==> config.mk <==
export PLATFORM = sky130hd
export DESIGN_NAME = mult_div_unit_flat
export DESIGN_NICKNAME = d
export VERILOG_FILES = /design/src/rtl/mult_div_unit_pkg.sv /design/src/rtl/mult_div_unit_if.sv /design/src/rtl/md_divider.sv /design/src/rtl/mult_div_unit.sv /design/src/flat_wrapper.sv
export SDC_FILE = /design/constraint.sdc
export NUM_CORES = 2
export LEC_CHECK = 0
export ABC_AREA = 1
export BUFFER_PORTS_ARGS = -buffer_cell sky130_fd_sc_hd__buf_2
export CAP_MARGIN = 20
export CORE_MARGIN = 2
export CORE_UTILIZATION = 40
export CTS_CLUSTER_SIZE = 30
export DETAILED_ROUTE_END_ITERATION = 7
export GPL_TIMING_DRIVEN = 0
export SETUP_SLACK_MARGIN = 0.05
export SLEW_MARGIN = 25
export SYNTH_ARGS = -nofsm -noshare
export SYNTH_HDL_FRONTEND = slang
export SYNTH_SLANG_ARGS = --single-unit
==> constraint.sdc <==
create_clock -name iCLK -period 30.7 [get_ports iCLK]
set_input_delay 1.535 -clock iCLK [delete_from_list [all_inputs] [get_ports iCLK]]
set_output_delay 1.535 -clock iCLK [all_outputs]
set_load 0.01 [all_outputs]
==> src/rtl/mult_div_unit_pkg.sv <==
// mult_div_unit_pkg: shared op codes and FSM state encoding for the HI/LO multiply/divide unit
package mult_div_unit_pkg;
  localparam int MD_MULT  = 0;
  localparam int MD_MULTU = 1;
  localparam int MD_DIV   = 2;
  localparam int MD_DIVU  = 3;
  localparam int MD_MADD  = 4;
  localparam int MD_MADDU = 5;
  localparam int MD_MSUB  = 6;
  localparam int MD_MSUBU = 7;
  localparam int MD_MTHI  = 8;
  localparam int MD_MTLO  = 9;
  typedef enum logic [1:0] {IDLE, MUL, DIV, FIX} state_t;
endpackage

==> src/rtl/mult_div_unit_if.sv <==
// mult_div_unit_if: request/result bundle; master drives iStart/iOp/iA/iB, slave drives oBusy/oDone/oDivZero/oHI/oLO
interface mult_div_unit_if #(
  parameter int DATA_W = 32,
  parameter int OP_W = 4
);
  logic iStart;
  logic [OP_W-1:0] iOp;
  logic [DATA_W-1:0] iA, iB, oHI, oLO;
  logic oBusy, oDone, oDivZero;
  modport master(output iStart, iOp, iA, iB, input oBusy, oDone, oDivZero, oHI, oLO);
  modport slave(input iStart, iOp, iA, iB, output oBusy, oDone, oDivZero, oHI, oLO);
endinterface

==> src/rtl/md_divider.sv <==
// md_divider: unsigned restoring divider, one quotient bit per cycle; start_i loads dvd_i/dvs_i, done_o marks the final iteration edge, quo_o/rem_o hold the result
module md_divider #(
  parameter int W = 32
) (
  input  logic iCLK,
  input  logic iRST,
  input  logic start_i,
  input  logic [W-1:0] dvd_i,
  input  logic [W-1:0] dvs_i,
  output logic done_o,
  output logic [W-1:0] quo_o,
  output logic [W-1:0] rem_o
);
  localparam int CW = $clog2(W + 1);
  logic [W-1:0] quo_q, rem_q, dvs_q;
  logic [CW-1:0] cnt_q;
  logic [W:0] trial;
  assign trial = {rem_q, quo_q[W-1]} - {1'b0, dvs_q};
  assign done_o = cnt_q == CW'(1);
  assign quo_o = quo_q;
  assign rem_o = rem_q;
  always_ff @(posedge iCLK)
    if (iRST) begin
      quo_q <= '0;
      rem_q <= '0;
      dvs_q <= '0;
      cnt_q <= '0;
    end else if (start_i) begin
      quo_q <= dvd_i;
      rem_q <= '0;
      dvs_q <= dvs_i;
      cnt_q <= CW'(W);
    end else if (cnt_q != '0) begin
      rem_q <= trial[W] ? {rem_q[W-2:0], quo_q[W-1]} : trial[W-1:0];
      quo_q <= {quo_q[W-2:0], !trial[W]};
      cnt_q <= cnt_q - 1'b1;
    end
endmodule

==> src/rtl/mult_div_unit.sv <==
// mult_div_unit: HI/LO owner with multi-cycle multiply/MAC and iterative divide; ports iCLK, iRST, md (slave: iStart/iOp/iA/iB in, oBusy/oDone/oDivZero/oHI/oLO out)
module mult_div_unit
  import mult_div_unit_pkg::*;
#(
  parameter int DATA_W = 32,
  parameter int MUL_LAT = 2,
  parameter int OP_W = 4
) (
  input logic iCLK,
  input logic iRST,
  mult_div_unit_if.slave md
);
  localparam int W = DATA_W;
  localparam int CW = $clog2(MUL_LAT + 1);
  state_t st_q, st_d;
  logic [W-1:0] hi_q, hi_d, lo_q, lo_d, a_q, a_d, b_q, b_d, mag_a, mag_b, quo, rem;
  logic [CW-1:0] cnt_q, cnt_d;
  logic sgn_q, sgn_d, add_q, add_d, sub_q, sub_d, qneg_q, qneg_d, rneg_q, rneg_d;
  logic done_q, done_d, dz_q, dz_d, is_mul, is_div, is_sgn, div_start, div_done;
  logic [2*W-1:0] prod, acc;
  assign is_mul = md.iOp inside {OP_W'(MD_MULT), OP_W'(MD_MULTU), OP_W'(MD_MADD), OP_W'(MD_MADDU), OP_W'(MD_MSUB), OP_W'(MD_MSUBU)};
  assign is_div = md.iOp inside {OP_W'(MD_DIV), OP_W'(MD_DIVU)};
  assign is_sgn = md.iOp inside {OP_W'(MD_MULT), OP_W'(MD_DIV), OP_W'(MD_MADD), OP_W'(MD_MSUB)};
  assign mag_a = is_sgn && md.iA[W-1] ? -md.iA : md.iA;
  assign mag_b = is_sgn && md.iB[W-1] ? -md.iB : md.iB;
  assign prod = (sgn_q ? {{W{a_q[W-1]}}, a_q} : {{W{1'b0}}, a_q}) * (sgn_q ? {{W{b_q[W-1]}}, b_q} : {{W{1'b0}}, b_q});
  // MAC reads HI/LO at the write edge, so an intervening MTHI/MTLO cannot be lost
  assign acc = {hi_q, lo_q};
  md_divider #(.W(W)) u_div (
    .iCLK(iCLK), .iRST(iRST), .start_i(div_start), .dvd_i(mag_a), .dvs_i(mag_b),
    .done_o(div_done), .quo_o(quo), .rem_o(rem)
  );
  always_comb begin
    st_d = st_q;
    hi_d = hi_q;
    lo_d = lo_q;
    a_d = a_q;
    b_d = b_q;
    cnt_d = cnt_q;
    sgn_d = sgn_q;
    add_d = add_q;
    sub_d = sub_q;
    qneg_d = qneg_q;
    rneg_d = rneg_q;
    dz_d = dz_q;
    done_d = 1'b0;
    div_start = 1'b0;
    if (st_q == IDLE && md.iStart) begin
      done_d = !is_mul && !(is_div && md.iB != '0);
      if (is_mul) begin
        st_d = MUL;
        a_d = md.iA;
        b_d = md.iB;
        sgn_d = is_sgn;
        add_d = md.iOp inside {OP_W'(MD_MADD), OP_W'(MD_MADDU)};
        sub_d = md.iOp inside {OP_W'(MD_MSUB), OP_W'(MD_MSUBU)};
        cnt_d = CW'(MUL_LAT - 1);
      end else if (is_div && md.iB == '0)
        dz_d = 1'b1;
      else if (is_div) begin
        st_d = DIV;
        dz_d = 1'b0;
        div_start = 1'b1;
        qneg_d = is_sgn && (md.iA[W-1] ^ md.iB[W-1]);
        rneg_d = is_sgn && md.iA[W-1];
      end else if (md.iOp == OP_W'(MD_MTHI))
        hi_d = md.iA;
      else if (md.iOp == OP_W'(MD_MTLO))
        lo_d = md.iA;
    end else if (st_q == MUL) begin
      if (cnt_q == '0) begin
        {hi_d, lo_d} = add_q ? acc + prod : sub_q ? acc - prod : prod;
        st_d = IDLE;
        done_d = 1'b1;
      end else
        cnt_d = cnt_q - 1'b1;
    end else if (st_q == DIV)
      st_d = div_done ? FIX : DIV;
    else if (st_q == FIX) begin
      lo_d = qneg_q ? -quo : quo;
      hi_d = rneg_q ? -rem : rem;
      st_d = IDLE;
      done_d = 1'b1;
    end
  end
  always_ff @(posedge iCLK)
    if (iRST) begin
      st_q <= IDLE;
      hi_q <= '0;
      lo_q <= '0;
      a_q <= '0;
      b_q <= '0;
      cnt_q <= '0;
      sgn_q <= 1'b0;
      add_q <= 1'b0;
      sub_q <= 1'b0;
      qneg_q <= 1'b0;
      rneg_q <= 1'b0;
      dz_q <= 1'b0;
      done_q <= 1'b0;
    end else begin
      st_q <= st_d;
      hi_q <= hi_d;
      lo_q <= lo_d;
      a_q <= a_d;
      b_q <= b_d;
      cnt_q <= cnt_d;
      sgn_q <= sgn_d;
      add_q <= add_d;
      sub_q <= sub_d;
      qneg_q <= qneg_d;
      rneg_q <= rneg_d;
      dz_q <= dz_d;
      done_q <= done_d;
    end
  assign md.oBusy = st_q != IDLE;
  assign md.oDone = done_q;
  assign md.oDivZero = dz_q;
  assign md.oHI = hi_q;
  assign md.oLO = lo_q;
endmodule

==> src/flat_wrapper.sv <==
// flat-port wrapper written by rule: the top's interface ports become plain ports
module mult_div_unit_flat import mult_div_unit_pkg::*;
#(
  parameter int DATA_W = 32,
  parameter int MUL_LAT = 2,
  parameter int OP_W = 4
)
  (iCLK, iRST, md_iStart, md_iOp, md_iA, md_iB, md_oBusy, md_oDone, md_oDivZero, md_oHI, md_oLO);
  mult_div_unit_if #(.DATA_W(DATA_W), .OP_W(OP_W)) md_i ();
  input logic iCLK;
  input logic iRST;
  input wire logic [$bits(md_i.iStart)-1:0] md_iStart;
  input wire logic [$bits(md_i.iOp)-1:0] md_iOp;
  input wire logic [$bits(md_i.iA)-1:0] md_iA;
  input wire logic [$bits(md_i.iB)-1:0] md_iB;
  output wire logic [$bits(md_i.oBusy)-1:0] md_oBusy;
  output wire logic [$bits(md_i.oDone)-1:0] md_oDone;
  output wire logic [$bits(md_i.oDivZero)-1:0] md_oDivZero;
  output wire logic [$bits(md_i.oHI)-1:0] md_oHI;
  output wire logic [$bits(md_i.oLO)-1:0] md_oLO;
  assign md_i.iStart = md_iStart;
  assign md_i.iOp = md_iOp;
  assign md_i.iA = md_iA;
  assign md_i.iB = md_iB;
  assign md_oBusy = md_i.oBusy;
  assign md_oDone = md_i.oDone;
  assign md_oDivZero = md_i.oDivZero;
  assign md_oHI = md_i.oHI;
  assign md_oLO = md_i.oLO;
  mult_div_unit #(.DATA_W(DATA_W), .MUL_LAT(MUL_LAT), .OP_W(OP_W)) u_core (.iCLK(iCLK), .iRST(iRST), .md(md_i));
endmodule
# Word level (Yosys, flattened, before mapping)
# Index checks and enable logic that the tools add are counted.
[op_classes] add_sub_neg=9 multipliers=1 div=0 order_cmp=0 eq_ne=25 shifts=0 muxes=56 n_bitwise=3 reduce_logical=35
[ops] operator="$mux 32" count=26
[ops] operator="$mux 64" count=4
[ops] operator="$neg 32->32" count=4
[ops] operator="$add 64x64->64" count=1
[ops] operator="$mul 64x64->64" count=1
[ops] operator="$sub 64x64->64" count=1
[ops] operator="$sub 33x32->33" count=1
[ops] operator="$logic_not 32->1" count=1
[ops] operator="$reduce_bool 32->1" count=1
[ops] operator="$mux 2" count=12
[ops] operator="$eq 4x3->1 const B" count=4
[ops] operator="$reduce_bool 2->1" count=7
[ops] operator="$mux 1" count=12
[ops] operator="$mux 6" count=2
[ops] operator="$ne 2x2->1 const B" count=6
[ops] operator="$reduce_bool 6->1" count=2
[ops] operator="$eq 4x2->1 const B" count=2
[ops] operator="$eq 4x4->1 const B" count=2
[ops] operator="$reduce_and 4->1" count=2
[ops] operator="$reduce_and 8->1" count=1
[ops] operator="$reduce_bool 4->1" count=2
[ops] operator="$logic_and 1x1->1" count=7
[ops] operator="$reduce_and 7->1" count=1
[ops] operator="$eq 6x1->1 const B" count=1
[ops] operator="17 further kinds" count=26
[totals] reg_bits=241 latch_bits=0 ram_bits=0 rom_bits=0 input_bits=71 output_inout_bits=67 elab_cells=147 mem_count=0

# Longest topological paths before layout
[logic_depth] ltp_word=8 ltp_mapped=56 ltp_nobuf=54

# Cells and area by module
# A second synthesis with hierarchy kept.
[unflattened] cells_unflattened=10559 hier_area_um2=76022.9
[by_module_without_submodules] module="mult_div_unit" instances=1 cells_each=9417 area_per_inst_um2=69198.9 seq_area_each_um2=2782.7
[by_module_without_submodules] module="md_divider" instances=1 cells_each=1142 area_per_inst_um2=6824.0 seq_area_each_um2=2042.0

# Worst setup path before layout
# OpenSTA, ideal clock, no wires.
[synth_path] path_kind="reg2reg" start="reg u_core.a_q[31]" end="reg u_core.hi_q[23], in the netlist u_core.md.oHI[23]" setup_ns=0.119 t_arrival_ns=10.053 required_time_ns=30.581 setup_slack_ns=20.528 path_stages_with_launch=49 path_buffers=3 synth_period_minus_slack_ns=10.172 cell_sequence="dfxtp_1 > buf_2 > nand2_1 > inv_2 > buf_1 > nand2_1 > fa_1 > inv_1 > fa_1 > inv_1 > fa_1 > inv_1 > fa_1 > inv_1 > fa_1 > fa_1 > inv_1 > fa_1 > (+13 left out) > inv_1 > ha_1 > clkbuf_1 > nand2_1 > nor2_1 > inv_1 > nor2_1 > inv_1 > nor2_1 > nand3_1 > o21ai_0 > a21oi_1 > o21ai_0 > nand2_1 > o21ai_0 > nand2_1 > nand2_1 > a21oi_1"
[synth_via] elab_chain_cells=8 word_cells_on_any_way=9 classes_between="2 x add/sub; 1 x mul; 6 x mux"
[synth_rtl] item="from (decl)" line="mult_div_unit.sv:16" text="logic [W-1:0] hi_q, hi_d, lo_q, lo_d, a_q, a_d, b_q, b_d, mag_a, mag_b, quo, rem;"
[synth_rtl] item="from (signal assigned)" line="mult_div_unit.sv:91" text="a_q <= '0;"
[synth_rtl] item="from (signal assigned)" line="mult_div_unit.sv:105" text="a_q <= a_d;"
[synth_rtl] item="$mux 64 (*)" line="mult_div_unit.sv:26" text="assign prod = (sgn_q ? {{W{a_q[W-1]}}, a_q} : {{W{1'b0}}, a_q}) * (sgn_q ? {{W{b_q[W-1]}}, b_q} : {{W{1'b0}}, ..."
[synth_rtl] item="$mul 64x64->64 (*)" line="mult_div_unit.sv:26"
[synth_rtl] item="$sub 64x64->64" line="mult_div_unit.sv:72" text="{hi_d, lo_d} = add_q ? acc + prod : sub_q ? acc - prod : prod;"
[synth_rtl] item="$mux 64" line="mult_div_unit.sv:72"
[synth_rtl] item="$mux 64 (*)" line="mult_div_unit.sv:72"
[synth_rtl] item="$mux 32 (*)" line="mult_div_unit.sv:71" text="if (cnt_q == '0) begin"
[synth_rtl] item="$mux 32 (*)" line="mult_div_unit.sv:70" text="end else if (st_q == MUL) begin"
[synth_rtl] item="$mux 32 (*)" line="mult_div_unit.sv:48" text="if (st_q == IDLE && md.iStart) begin"
[synth_rtl] item="to (signal assigned)" line="mult_div_unit.sv:103" text="hi_q <= hi_d;"
[synth_rtl] item="to (decl)" line="mult_div_unit.sv:16"
# Every way passes the cells marked *; elsewhere a longest branch is shown, timed or not. The select of a mux whose other input is x is not followed.
# A chain may end at the register's enable or synchronous reset.

# Worst setup path in the final report
[layout_path] start="reg u_core.b_q[9]" end="reg u_core.hi_q[18], in the netlist u_core.md.oHI[18]"
[layout_via] elab_chain_cells=8 word_cells_on_any_way=9 classes_between="2 x add/sub; 1 x mul; 6 x mux"
[layout_rtl] item="from (decl)" line="mult_div_unit.sv:16"
[layout_rtl] item="from (signal assigned)" line="mult_div_unit.sv:92" text="b_q <= '0;"
[layout_rtl] item="from (signal assigned)" line="mult_div_unit.sv:106" text="b_q <= b_d;"
[layout_rtl] item="$mux 64 (*)" line="mult_div_unit.sv:26"
[layout_rtl] item="$mul 64x64->64 (*)" line="mult_div_unit.sv:26"
[layout_rtl] item="$sub 64x64->64" line="mult_div_unit.sv:72"
[layout_rtl] item="$mux 64" line="mult_div_unit.sv:72"
[layout_rtl] item="$mux 64 (*)" line="mult_div_unit.sv:72"
[layout_rtl] item="$mux 32 (*)" line="mult_div_unit.sv:71"
[layout_rtl] item="$mux 32 (*)" line="mult_div_unit.sv:70"
[layout_rtl] item="$mux 32 (*)" line="mult_div_unit.sv:48"
# Marks and branches as above.

==> run_results.csv <==
group,metric,value,unit
run_status,status,"finished, final reports clean",
worst_setup_path,r2r-end,"u_core.md.oHI[18]$_SDFFE_PP0P_",
die,initial_core_util,40.4,%
worst_setup_path,crit_path_end_kind,"flop",
die,dieWidth,434,um
cts,numCtsBuffers,31,
synthesis,synth_top_family_by_area,"adder cells",
cells_and_area,syn_to_final_growth,6.90,%
cts,cts.sinks,241,
timing,slew_headroom,17.6,%
cells_and_area,drive_above_1_share,3.65,%
route,vias_per_cell,5.41,
synthesis,synth_warnings,0,
route,vias,69395,
power,cellPowerDensity,43.3,nW/um2
timing,finClkSkew,0.0156,ns
worst_hold_path,holdPathEnd,"u_core.u_div.dvs_q[29]$_SDFFE_PP0P_",
route,drtPass1Iterations,8,
synthesis,synth-compound-area-share,10.3,%
place,gp_congestion,1.05,
die,rows,157,
cells_and_area,layout_commonest_cell,"inv_1",
cts,h-tree-depth,1,
synthesis,synth-xor-area-share,2.51,%
route,post_drt_wl_per_cell,28.5,um
route,dr.first_iter.drc_count,7299,
timing,rsz0062_at_grt,"false",
cts,max-clock-path-buffers,3,
cells_and_area,finalNetCount,12311,
grt,grt_usage,38.8,%
worst_setup_path,r2r-start,"u_core.b_q[9]$_SDFFE_PP0P_",
timing,finalSetupTns,0,ns
synthesis,ys.flop_type,"dfxtp_1",
synthesis,synth_top_area_share,38.8,%
power,ir_worst_vdd,48.5,uV
worst_setup_path,critPathArrivalTime,14.60,ns
place,dp.final_hpwl,314000,um
synthesis,yosys-top-cells-area,"fa_1 (39%), inv_1 (14%), nand2_1 (10%)",
worst_setup_path,crit_start,"u_core.b_q[9]$_SDFFE_PP0P_",
grt,antenna_found_initial,24,
die,coreArea,183000,um2
die,die_h,434,um
synthesis,avgSynthCellArea,7.29,um2
grt,grt_max_degree,23,
cells_and_area,fin_util,43.2,%
timing,post-route-period-util,46.0,%
worst_setup_path,crit_fanout,10,
die,die-area,189000,um2
worst_setup_path,critPathLaunchType,"flop",
timing,worst_pin_slew,1.24,ns
worst_hold_path,holdCritStartpoint,"u_core.u_div.dvs_q[29]$_SDFFE_PP0P_",
synthesis,synth_nets,12136,
synthesis,synth-seq-cells,241,
cts,ctsHoldBuffers,0,
timing,hold_slack,0.471,ns
synthesis,synth_edf_count,0,
route,ant_nets,0,
worst_setup_path,critPathSlowestCell,"clkbuf_1",
worst_setup_path,r2r_cells,45,
timing,slew_viol_final,0,
worst_setup_path,required,31.18,ns
synthesis,ys_seq_area_share,6.51,%
timing,period_needed,14.13,ns
worst_setup_path,ff2ff_setup_slack,16.57,ns
place,placed_area,78000,um2
worst_setup_path,path_class,"reg2reg",
worst_setup_path,cpPeakStageDelay,0.89,ns
cts,cts.reportedPaths.clkPinSlew,0.06,ns
timing,finalSetupViolCount,0,
run,maxCapViolations,0,
die,ios,138,
grt,grt_pass1_vias,70766,
cts,cts_tree,"done",
worst_setup_path,cp_common_cell,"fa_1",
route,drt_wl_total,366000,um
synthesis,synth_top_area_cell,"fa_1",
worst_hold_path,hold_depth,2,
synthesis,netlist_area,74100,um2
cells_and_area,fillers,19416,
cts,cts_setup_buffers,0,
power,p_leak,44.0,nW
synthesis,synthAdderAreaFrac,46.8,%
synthesis,synth-simple-area-share,17.1,%
cts,ctsResizeCount,0,
synthesis,yosysUniqueCellTypes,63,
cts,root_buffer,"clkbuf_16",
cts,clk_latency,0.60,ns
timing,hold_viol_final,0,
route,drc,0,
synthesis,muxShareOfSynthArea,0,%
worst_hold_path,hold_path.class,"reg2reg",
synthesis,synth-async-reset-ratio,0,%
synthesis,synth_cells,10155,
timing,max_freq,70.8,MHz
cells_and_area,mostFrequentLayoutCells,"inv_1 (2833), nand2_1 (2025), fa_1 (1435)",
grt,overflow,0,
cells_and_area,design_area,79200,um2
place,port_buffers,137,
grt,grt_pass1_wl,512000,um
-- how the worst max path moves through the flow --
stage / endpoint / slack (ns) / depth (start not counted)
2_1_floorplan: u_core.md.oHI[23]$_SDFFE_PP0P_ / 20.53 / 48
3_3_place_gp: u_core.md.oHI[8]$_SDFFE_PP0P_ / 15.25 / 42
3_5_place_dp: u_core.md.oHI[18]$_SDFFE_PP0P_ / 17.02 / 47
4_1_cts: u_core.md.oHI[18]$_SDFFE_PP0P_ / 16.97 / 45
5_1_grt: u_core.md.oHI[29]$_SDFFE_PP0P_ / 16.27 / 48
6_report: u_core.md.oHI[18]$_SDFFE_PP0P_ / 16.57 / 45
-- synth_stat cells (all sizes together), types with 51 or more instances --
master / count
inv: 2837
o21ai: 497
clkbuf: 373
buf: 51
nor2: 704
dfxtp: 241
nand2: 2034
fa: 1436
nor3: 65
nand3: 242
xor2: 165
ha: 474
a21oi: 552
-- sequential cells by signal, summed over array words and instances (netlist names), 2 cells and up --
| name | cells |
|---|---|
| u_core.md.oHI | 32 |
| u_core.cnt_q | 2 |
| u_core.md.oLO | 32 |
| u_core.u_div.cnt_q | 6 |
| u_core.b_q | 32 |
| u_core.u_div.rem_o | 32 |
| u_core.u_div.quo_o | 32 |
| u_core.st_q | 2 |
| u_core.a_q | 32 |
| u_core.u_div.dvs_q | 32 |
-- where the power goes --
| part | internal, mW | leakage, nW | total (mW) | switching [mW] |
|---|---|---|---|---|
| Combinational | 0.704 | 41.5 | 2.59 | 1.88 |
| Sequential | 0.356 | 1.98 | 0.428 | 0.0716 |
| Clock | 0.251 | 0.540 | 0.409 | 0.158 |
| Total | 1.31 | 44.0 | 3.42 | 2.11 |
-- per-layer routing --
layer / track usage, % / vias to the layer above / wire length [um]
li1: - / 30234 / -
met1: 48.1 / 34257 / 138000
met2: 61.9 / 3855 / 163000
met3: 6.76 / 1037 / 32900
met4: 26.0 / 12 / 31700
met5: 0 / - / 93
-- worst max-delay path: cells and delay by family (launching register included) --
kind	cells	cell delay [ns]
buf+inv	11	2.62
fa+ha+maj	12	6.18
simple gates	14	2.58
compound gates	8	2.31
flops	1	0.31
-- through the flow --
step / total power [mW] / setup slack, ns / std cells
global placement: 2.92 / 15.25 / 12756
floorplan: 1.90 / 20.53 / 10155
CTS: 3.34 / 16.97 / 12817
finish: 3.42 / 16.57 / 12826
detailed placement: 2.92 / 17.02 / 12761
global route: 3.62 / 16.27 / 12818
-- layout make-up --
type	count	area [um2]	area share, %
clock buffers	43	891	1.13
flip-flops and latches	241	4820	6.09
clock inverters	13	226	0.286
repair buffers	142	792	1.00
multi-input cells	6647	56900	71.9
inverters	2843	10700	13.5
diodes	9	22.5	0.0284
well taps	2464	3080	3.89
plain buffers	424	1770	2.24
-- logic make-up (layout without fill, tap and decap cells) --
logic type               after synthesis  after routing
AND/OR/NAND/NOR                     3160           3160
buffers and inverters               3267           3465
adder cells (fa/ha/maj)             1910           1910
XOR/XNOR                             211            211
other                                  0              9
flip-flops                           241            241
AO/OA/AOI/OAI                       1366           1366
No activity file was read; power rests on OpenSTA's default activity.
